[src/rtl/l2_arbiter.sv]
// Shares one L2 port between the L1 I-cache and D-cache. One transaction at a
// time, round-robin on ties, and a one-cycle release gap after every response.
module l2_arbiter #(
  parameter int ADDR_WIDTH = 32,
  parameter int LINE_WIDTH = 256
) (
  input  logic                  clk,
  input  logic                  rst,
  input  logic                  i_mem_read,
  input  logic [ADDR_WIDTH-1:0] i_mem_address,
  output logic [LINE_WIDTH-1:0] i_mem_rdata,
  output logic                  i_mem_resp,
  input  logic                  d_mem_read,
  input  logic                  d_mem_write,
  input  logic [ADDR_WIDTH-1:0] d_mem_address,
  input  logic [LINE_WIDTH-1:0] d_mem_wdata,
  output logic [LINE_WIDTH-1:0] d_mem_rdata,
  output logic                  d_mem_resp,
  output logic                  l2_mem_read,
  output logic                  l2_mem_write,
  output logic [ADDR_WIDTH-1:0] l2_mem_address,
  output logic [LINE_WIDTH-1:0] l2_mem_wdata,
  input  logic [LINE_WIDTH-1:0] l2_mem_rdata,
  input  logic                  l2_mem_resp
);

  // Handshake: a requester holds read/write high until it sees its resp for
  // one cycle; resp is forwarded combinationally from L2 to the granted side only.
  typedef enum logic [1:0] {IDLE, GRANT_I, GRANT_D, RELEASE} state_e;

  state_e state_q, state_d;
  logic   last_served_q, last_served_d;  // 0 = I served last, 1 = D served last
  logic   i_req, d_req;

  assign i_req = i_mem_read;
  assign d_req = d_mem_read | d_mem_write;

  assign i_mem_rdata = l2_mem_rdata;
  assign d_mem_rdata = l2_mem_rdata;

  always_comb begin
    state_d       = state_q;
    last_served_d = last_served_q;
    case (state_q)
      IDLE: begin
        if (i_req && d_req) state_d = last_served_q ? GRANT_I : GRANT_D;
        else if (i_req)     state_d = GRANT_I;
        else if (d_req)     state_d = GRANT_D;
      end
      GRANT_I: begin
        if (l2_mem_resp) begin
          last_served_d = 1'b0;
          state_d       = RELEASE;
        end else if (!i_req) begin
          // Requester abandoned the transaction; no credit for the turn.
          state_d = RELEASE;
        end
      end
      GRANT_D: begin
        if (l2_mem_resp) begin
          last_served_d = 1'b1;
          state_d       = RELEASE;
        end else if (!d_req) begin
          state_d = RELEASE;
        end
      end
      RELEASE: state_d = IDLE;
      default: state_d = IDLE;
    endcase
  end

  always_ff @(posedge clk or posedge rst) begin
    if (rst) begin
      state_q       <= IDLE;
      last_served_q <= 1'b1;
    end else begin
      state_q       <= state_d;
      last_served_q <= last_served_d;
    end
  end

  // Output mux is decoded from the registered state, so reset clears it at once.
  always_comb begin
    l2_mem_read    = 1'b0;
    l2_mem_write   = 1'b0;
    l2_mem_address = '0;
    l2_mem_wdata   = '0;
    i_mem_resp     = 1'b0;
    d_mem_resp     = 1'b0;
    case (state_q)
      GRANT_I: begin
        l2_mem_read    = i_mem_read;
        l2_mem_address = i_mem_address;
        i_mem_resp     = l2_mem_resp;
      end
      GRANT_D: begin
        l2_mem_read    = d_mem_read & ~d_mem_write;
        l2_mem_write   = d_mem_write;
        l2_mem_address = d_mem_address;
        l2_mem_wdata   = d_mem_wdata;
        d_mem_resp     = l2_mem_resp;
      end
      default: ;
    endcase
  end

endmodule

[config.mk]
export PLATFORM = sky130hd
export DESIGN_NAME = l2_arbiter
export DESIGN_NICKNAME = d
export VERILOG_FILES = /design/src/rtl/l2_arbiter.sv
export SDC_FILE = /design/constraint.sdc
export NUM_CORES = 1
export LEC_CHECK = 0
export CAP_MARGIN = 20
export CORE_AREA = 2 2 545 547
export CTS_CLUSTER_DIAMETER = 120
export DETAILED_ROUTE_END_ITERATION = 16
export DIE_AREA = 0 0 547 549
export MAX_ROUTING_LAYER = met4
export PLACE_DENSITY = 0.31
export SLEW_MARGIN = 10
export SYNTH_ARGS = -nofsm -noshare
export SYNTH_HDL_FRONTEND = slang
export SYNTH_SLANG_ARGS = --single-unit
[constraint.sdc]
create_clock -name clk -period 2.1 [get_ports clk]
set_input_delay 0.42 -clock clk [delete_from_list [all_inputs] [get_ports clk]]
set_output_delay 0.42 -clock clk [all_outputs]
set_load 0.01 [all_outputs]
==> summary.txt, run 1 <==
Status
  – Status: finished, violations left
  – Violated checks: negative setup slack

Timing
  – Max-slew violation count: 0
  – Period utilization: 112%
  – Final hold violations: 0
  – Slew HR: approximately 73%
  – Fin crit period: 2.36 ns
  – Worst-margin pin slew: 0.409 ns
  – Count of final setup violators: 193
  – Setup WS post-layout: -0.260 ns
  – RSZ-0062 raised after global routing: yes
  – Clock Skew: 0.00248 ns
  – Fmax: 424 MHz

Worst setup path
  – Worst setup EP type: output port
  – Req. time, crit path: 1.68 ns
  – Reg2reg setup slack: 0.24 ns
  – CP Launch Point: state_q[0]
  – Worst setup SP type: register
  – Setup CP Type: register to output port
  – Arrival @ worst endpoint: approximately 1.9 ns
  – Reg-to-reg startpoint: state_q[0]
  – CP max FO: 5

Floorplanning
  – Number of top-level pins: ~1400
  – Core footprint: about 0.30 mm2
  – Die area: 0.300 mm2
  – Die span in x: 547 um
  – Initial core utilization: 2.13%
  – Die Height: around 550 um
  – Row count: 200

Synthesis
  – Synth unique cells: 24
  – Net Count, Synth: 1492
  – Leading area contributor after synthesis: buf_4
  – Post-synthesis instance total: between 900 and 1000
  – Seq cells post-synth: 3
  – Top-area cell type share of the netlist area: between 60% and 70%
  – Synth area leaders: buf_4, and2_1, a22oi_1
  – Post-Syn Area: 0.00629 mm2
  – Post-synthesis sequential area ratio: under 10%
  – Synthesis Warnings: 0
  – Syn Area/Cell: 6.95 um2

Route
  – WL/cell: 37.7 um
  – Vias per cell: 1.49
  – Drc violations: 0
  – Final WL: 190 mm
  – First drt pass iteration count: 5
  – Via count: ~7500
  – Iteration-0 DRC Markers: between 300 and 400
  – Routed Antenna Nets: 0

Layout
  – Post-layout nets: 1663
  – Design area: roughly 0.017 mm2
  – Fillers: approximately 35000
  – Area grow syn2layout: 175%
  – Layout cell share with drive strength beyond 1: 55.3%

Clock network
  – Worst skew pair latency: about 0.23 ns
  – Deepest clock path buffer count: 2
  – Clock root buffer: clkbuf_16
  – Clk sink count: 3
  – CTS tree: yes
  – CTS H-tree lvls: 1
  – Clk slew on worst S/H paths: 0.03 ns
  – Inserted Clock Buffers: 3

Flow run
  – Maxcap violations: 0

Power
  – P_sw: slightly below 9000 uW
  – Total power: slightly below 20000 uW
  – Pwr/cell area: ~1200 mW/mm2
  – Comb power frac: a little over nine tenths
  – Share of power burned in registers: less than 1%
  – Worst IR drop on VDD: approximately 0.52 mV
  – Sw Share: approximately 45%
  – LEAKAGE: ~0.0056 uW
  – Clock power share: 1.5%
  – P_int: around 11000 uW

Place
  – Final HPWL DP: approximately 180 mm
  – PortBufs: between 600 and 700
  – Dpl ws: -0.502 ns
  – Placed cell areas: 0.0154 mm2
  – Routability cong.: between 0.8 and 0.9

GRT
  – Initial antenna violation count: 137
  – Global routing usage on met3: approximately 17%
  – Gr usage total: between 10% and 20%
  – Vias in the first global route: just over 7000
  – Grt ovf: 0
  – Grt met2 use: roughly 18%
  – First-pass GRT wire length: slightly above 200 mm
  – Met1 usage: between 8 and 9%
  – Grt peak-use layer: met2
  – Largest net degree at the start of global routing: 26

Hold path
  – Min-delay worst type: input port to asynchronous set/reset pin
==> power by group through the flow <==
stage,sequential (uW),combinational (uW),clock (uW)
after floorplan,115,4510,0
after global placement,114,15400,0
after detailed placement,112,15400,0
after CTS,115,18800,309
after global routing,119,20600,321
final,115,19500,304
==> final timing paths <==
check | end | cells past startpoint
max | l2_mem_wdata[86] | 10
min | state_q[1] | 2
max reg2reg | state_q[0] | 10
min reg2reg | last_served_q | 1
max in group asynchronous | last_served_q | 2
min in group clk | last_served_q | 1
==> sequential cells by signal (all words and copies together), names as in the netlist <==
signal         cells
last_served_q      1
state_q            2
==> cell usage in the layout, fill, tap and decap left out, drive strengths merged, types with 3 or more instances in the layout <==
cell | Yosys | layout
and2 | 259 | 259
diode | 0 | 14
nand2 | 3 | 3
buf | 536 | 324
clkdlybuf4s50 | 0 | 325
ha | 6 | 6
dlygate4sd2 | 0 | 11
clkbuf | 15 | 29
nor2 | 35 | 35
inv | 4 | 4
clkdlybuf4s15 | 0 | 30
a22oi | 32 | 32
==> stage by stage <==
stage                     utilization [%]  cells  hold slack, ns  TNS [ns]
after floorplan                         -    904           0.173         0
after global placement               5.23   4943           0.582    -32.18
after detailed placement             5.23   4943           0.581    -32.68
after CTS                            5.66   4994           0.420    -48.27
after global routing                 5.85   5026           0.435    -45.59
final                                5.85   5027           0.405    -27.18
==> cells in the mapped netlist <==
| cell type | instances |
|---|---|
| o211ai_1 | 1 |
| nand2b_1 | 1 |
| nor2_1 | 34 |
| dfrtp_1 | 2 |
| nor2_2 | 1 |
| clkbuf_1 | 15 |
| dfstp_2 | 1 |
| buf_6 | 1 |
| a22oi_1 | 32 |
| a21oi_1 | 1 |
| o22ai_1 | 1 |
| and2_1 | 257 |
| nand2_1 | 3 |
| mux2_4 | 1 |
| inv_1 | 4 |
| a22o_2 | 1 |
| a31oi_2 | 1 |
| o21ai_0 | 2 |
| buf_2 | 23 |
| mux2i_1 | 1 |
| ha_1 | 6 |
| buf_4 | 512 |
| and2_2 | 2 |
| clkinv_1 | 1 |
==> metal layers <==
| layer | part of all wire [%] | routed length, um |
|---|---|---|
| met5 | 0 | 0 |
| met4 | 3.9 | 7380 |
| met3 | 31 | 57900 |
| met2 | 41 | 78100 |
| met1 | 24 | 46400 |
==> cells by family after synthesis <==
group / share of synthesized area [%]
muxes: 0.398
adders and majority gates: 1.19
buffers and inverters: 64.3
and+or+nand+nor: 28.2
AOI/OAI and AO/OA: 4.64
DFF: 1.21
==> what timing repair did <==
item,in CTS,in global routing
pin swaps,4,5
setup endpoints to repair,291,282
hold buffers,0,0
setup buffers,26,17
gates cloned,22,14
gates resized for setup,460,226
==> final cells by class <==
cell class                      count  area (um2)  area share [%]
Inverter                            5        20.0           0.116
Multi-Input combinational cell    345        2730            15.8
Clock buffer                        4        78.8           0.457
Timing Repair Buffer              717        9400            54.4
Sequential cell                     3        76.3           0.442
Tap cell                         3939        4930            28.5
Antenna cell                       14        35.0           0.203
==> critical path: stages (launching register included) <==
cell       delay, ns
dfrtp_1         0.34
inv_2           0.06
buf_6           0.11
ha_4            0.17
buf_12          0.15
buf_16          0.15
buf_12          0.13
buf_12          0.13
clkbuf_16       0.15
and2_4          0.14
buf_12          0.13
No activity file was read; power rests on OpenSTA's default activity.
==> inputs of run 2 (changes only) <==
--- a/config.mk
+++ b/config.mk
@@ -6,10 +6,11 @@
 export NUM_CORES = 1
 export LEC_CHECK = 0
 export CAP_MARGIN = 20
-export CORE_AREA = 2 2 545 547
+export CORE_AREA = 2 2 547 549
+export CTS_BUF_LIST = sky130_fd_sc_hd__clkbuf_4 sky130_fd_sc_hd__clkbuf_8
 export CTS_CLUSTER_DIAMETER = 120
 export DETAILED_ROUTE_END_ITERATION = 16
-export DIE_AREA = 0 0 547 549
+export DIE_AREA = 0 0 549 551
 export MAX_ROUTING_LAYER = met4
 export PLACE_DENSITY = 0.31
 export SLEW_MARGIN = 10
==> run 2 against run 1 <==
Compared with the run above: the flow still finishes with violations (negative setup slack); sequential cell count is the same; via count grew 1.1%; worst hold slack lost 0.0097 ns; fmax grew 2.7%; wire length grew 4.2%; worst setup slack gained 0.062 ns; first-iteration DRC count shrank 38%; non-clock buffer count grew 7; clock-buffer cell count is the same; core utilization grew 0.14 points; critical path type unchanged; critical endpoint is now l2_mem_wdata[14].
==> summary.txt, run 2 (same netlist as run 1, synthesis figures left out) <==
Clock network
  – CTS H-tree lvls: 1
  – Clock root buffer: clkbuf_8
  – CTS tree: yes
  – Post-CTS Hold Buffers: 0
  – Worst skew pair latency: 0.22 ns
  – Inserted Clock Buffers: 3
  – Deepest clock path buffer count: 2
  – Clk sink count: 3
  – Clk slew on worst S/H paths: 0.03 ns

Layout
  – Most flops, register: state_q
  – Area grow syn2layout: 183%
  – Final Non-Filler Cells: about 5000
  – Most frequent cells in the layout: clkdlybuf4s50_1, and2_4, buf_12
  – Most common cell after layout, fill and taps aside: clkdlybuf4s50_1
  – Fillers: 34907
  – Max reg flops: 2
  – Post-layout nets: between 1500 and 2000
  – Regs by FF count: state_q x2, last_served_q x1
  – Design area: approximately 0.018 mm2
  – Layout cell share with drive strength beyond 1: 62.7%

Power
  – Worst IR drop on VDD: ~0.8 mV
  – Total power: roughly 21000 uW
  – LEAKAGE: approximately 0.0058 uW
  – Pwr/cell area: 1170 mW/mm2

Worst setup path
  – Top Family by Delay on Critical Path: buffers and inverters
  – Crit path cell chain: inv_2, buf_6, ha_4, buf_12, buf_16, buf_8, buf_16, and2_4, buf_12
  – CP Launch Point: state_q[0]
  – Worst setup EP type: output port
  – Critical Path Stages: 9
  – Reg2reg setup slack: ~0.2 ns
  – Setup CP Type: register to output port
  – End of the critical path: l2_mem_wdata[14]
  – Req. time, crit path: 1.68 ns
  – Arrival @ worst endpoint: 1.88 ns
  – Critical path buffers and inverters: 7
  – CP max stage delay: around 0.4 ns
  – Worst setup SP type: register
  – Crit-path slowest cell: dfrtp_1
  – Reg-to-reg startpoint: state_q[0]
  – CP max FO: 8
  – Reg-to-Reg End: state_q[0]
  – Reg2reg path depth: 10

Route
  – Iteration-0 DRC Markers: about 230
  – Final WL: a little under 200 mm
  – Vias per cell: 1.50
  – Via count: about 7500
  – WL/cell: 39.2 um
  – First drt pass iteration count: 4
  – Drc violations: 0
  – Routed Antenna Nets: 0

Status
  – Status: finished, violations left
  – Violated checks: negative setup slack

Timing
  – Max-slew violation count: 0
  – RSZ-0062 raised after global routing: yes
  – Period utilization: 109%
  – Clock Skew: about 0.0026 ns
  – Count of final setup violators: 230
  – Fmax: approximately 440 MHz
  – Fin crit period: between 2 and 2.5 ns
  – Slew HR: between 60% and 70%
  – Final hold violations: 0
  – Worst-margin pin slew: approximately 0.46 ns
  – Setup WS post-layout: -0.198 ns

Place
  – Placed cell count: 4948
  – Placed cell areas: approximately 0.016 mm2
  – Dpl ws: -0.540 ns
  – Final HPWL DP: roughly 190 mm
  – Routability cong.: 0.841
  – PortBufs: 617

Floorplanning
  – Initial core utilization: 2.12%
  – Number of top-level pins: 1386
  – Die Height: about 550 um
  – Core footprint: just under 0.3 mm2
  – Die area: between 0.3 and 0.4 mm2
  – Die span in x: about 550 um
  – Row count: 200

GRT
  – First-pass GRT wire length: 212 mm
  – Vias in the first global route: ~7200
  – Gr usage total: approximately an eighth
  – Largest net degree at the start of global routing: 28
  – Initial antenna violation count: around 150
  – Grt ovf: 0

Flow run
  – Maxcap violations: 0

Hold path
  – Min-delay worst type: input port to asynchronous set/reset pin
run 2: cell count changes in the layout (fill, tap and decap cells not counted), moves of 16 or more:
| cell | change |
|---|---|
| and2_4 | +36 |
| buf_6 | +36 |
| and2_1 | -32 |
| clkdlybuf4s15_2 | -24 |
| buf_12 | +20 |
| a22oi_1 | -16 |
| a22oi_2 | +16 |
run 2: worst reg2reg max path: stages (launching register included):
cell      delay, ns
dfrtp_1        0.37
inv_2          0.07
buf_6          0.11
ha_4           0.17
buf_4          0.13
buf_6          0.12
buf_12         0.13
nand2b_1       0.07
o22ai_1        0.09
a31oi_2        0.20
mux2_4         0.32
run 2: cell type report:
class | instances | area [um2] | area share (%)
well taps | 3939 | 4930 | 27.7
repair buffers | 724 | 9630 | 54.2
inverters | 5 | 31.3 | 0.176
clock buffers | 4 | 48.8 | 0.275
multi-input cells | 345 | 2980 | 16.8
flip-flops and latches | 3 | 76.3 | 0.430
diodes | 27 | 67.6 | 0.380
run 2: worst min-delay path by stage:
stage                  startpoint  slack [ns]             to  cells after the start
finish                        rst        0.40     state_q[0]                      2
floorplan                     rst        0.17     state_q[0]                      1
CTS                           rst        0.40     state_q[0]                      2
detailed placement  last_served_q        0.58  last_served_q                      1
global placement    last_served_q        0.58  last_served_q                      1
global route                  rst        0.40     state_q[0]                      2
run 2: repair_timing:
action                     4_1_cts  5_1_grt
buffers inserted                27       27
pin swaps                        8       16
setup endpoints to repair      286      278
cloned                          13       12
gates resized for setup        446      318
run 2: metrics by stage:
step / hold slack, ns / setup TNS (ns) / util (%)
global route: 0.403 / -39.55 / 5.99
CTS: 0.397 / -52.32 / 5.69
finish: 0.395 / -27.04 / 6.00
floorplan: 0.173 / 0 / -
global placement: 0.581 / -37.00 / 5.28
detailed placement: 0.579 / -38.75 / 5.28
run 2: routing by layer:
metal | GRT usage [%] | up-vias | part of all wire, %
li1 | - | 2647 | -
met4 | 2.53 | 0 | 3.2
met3 | 17.8 | 492 | 31
met5 | - | - | 0
met2 | 18.1 | 1391 | 41
met1 | 8.92 | 3017 | 24
run 2: where the power goes:
part / switching [uW] / total (uW) / leakage, uW / internal [uW]
registers: 23.8 / 120 / 0.0000337 / 96.4
clock network: 41.3 / 184 / 0.0000263 / 143
logic: 9350 / 20600 / 0.00571 / 11200
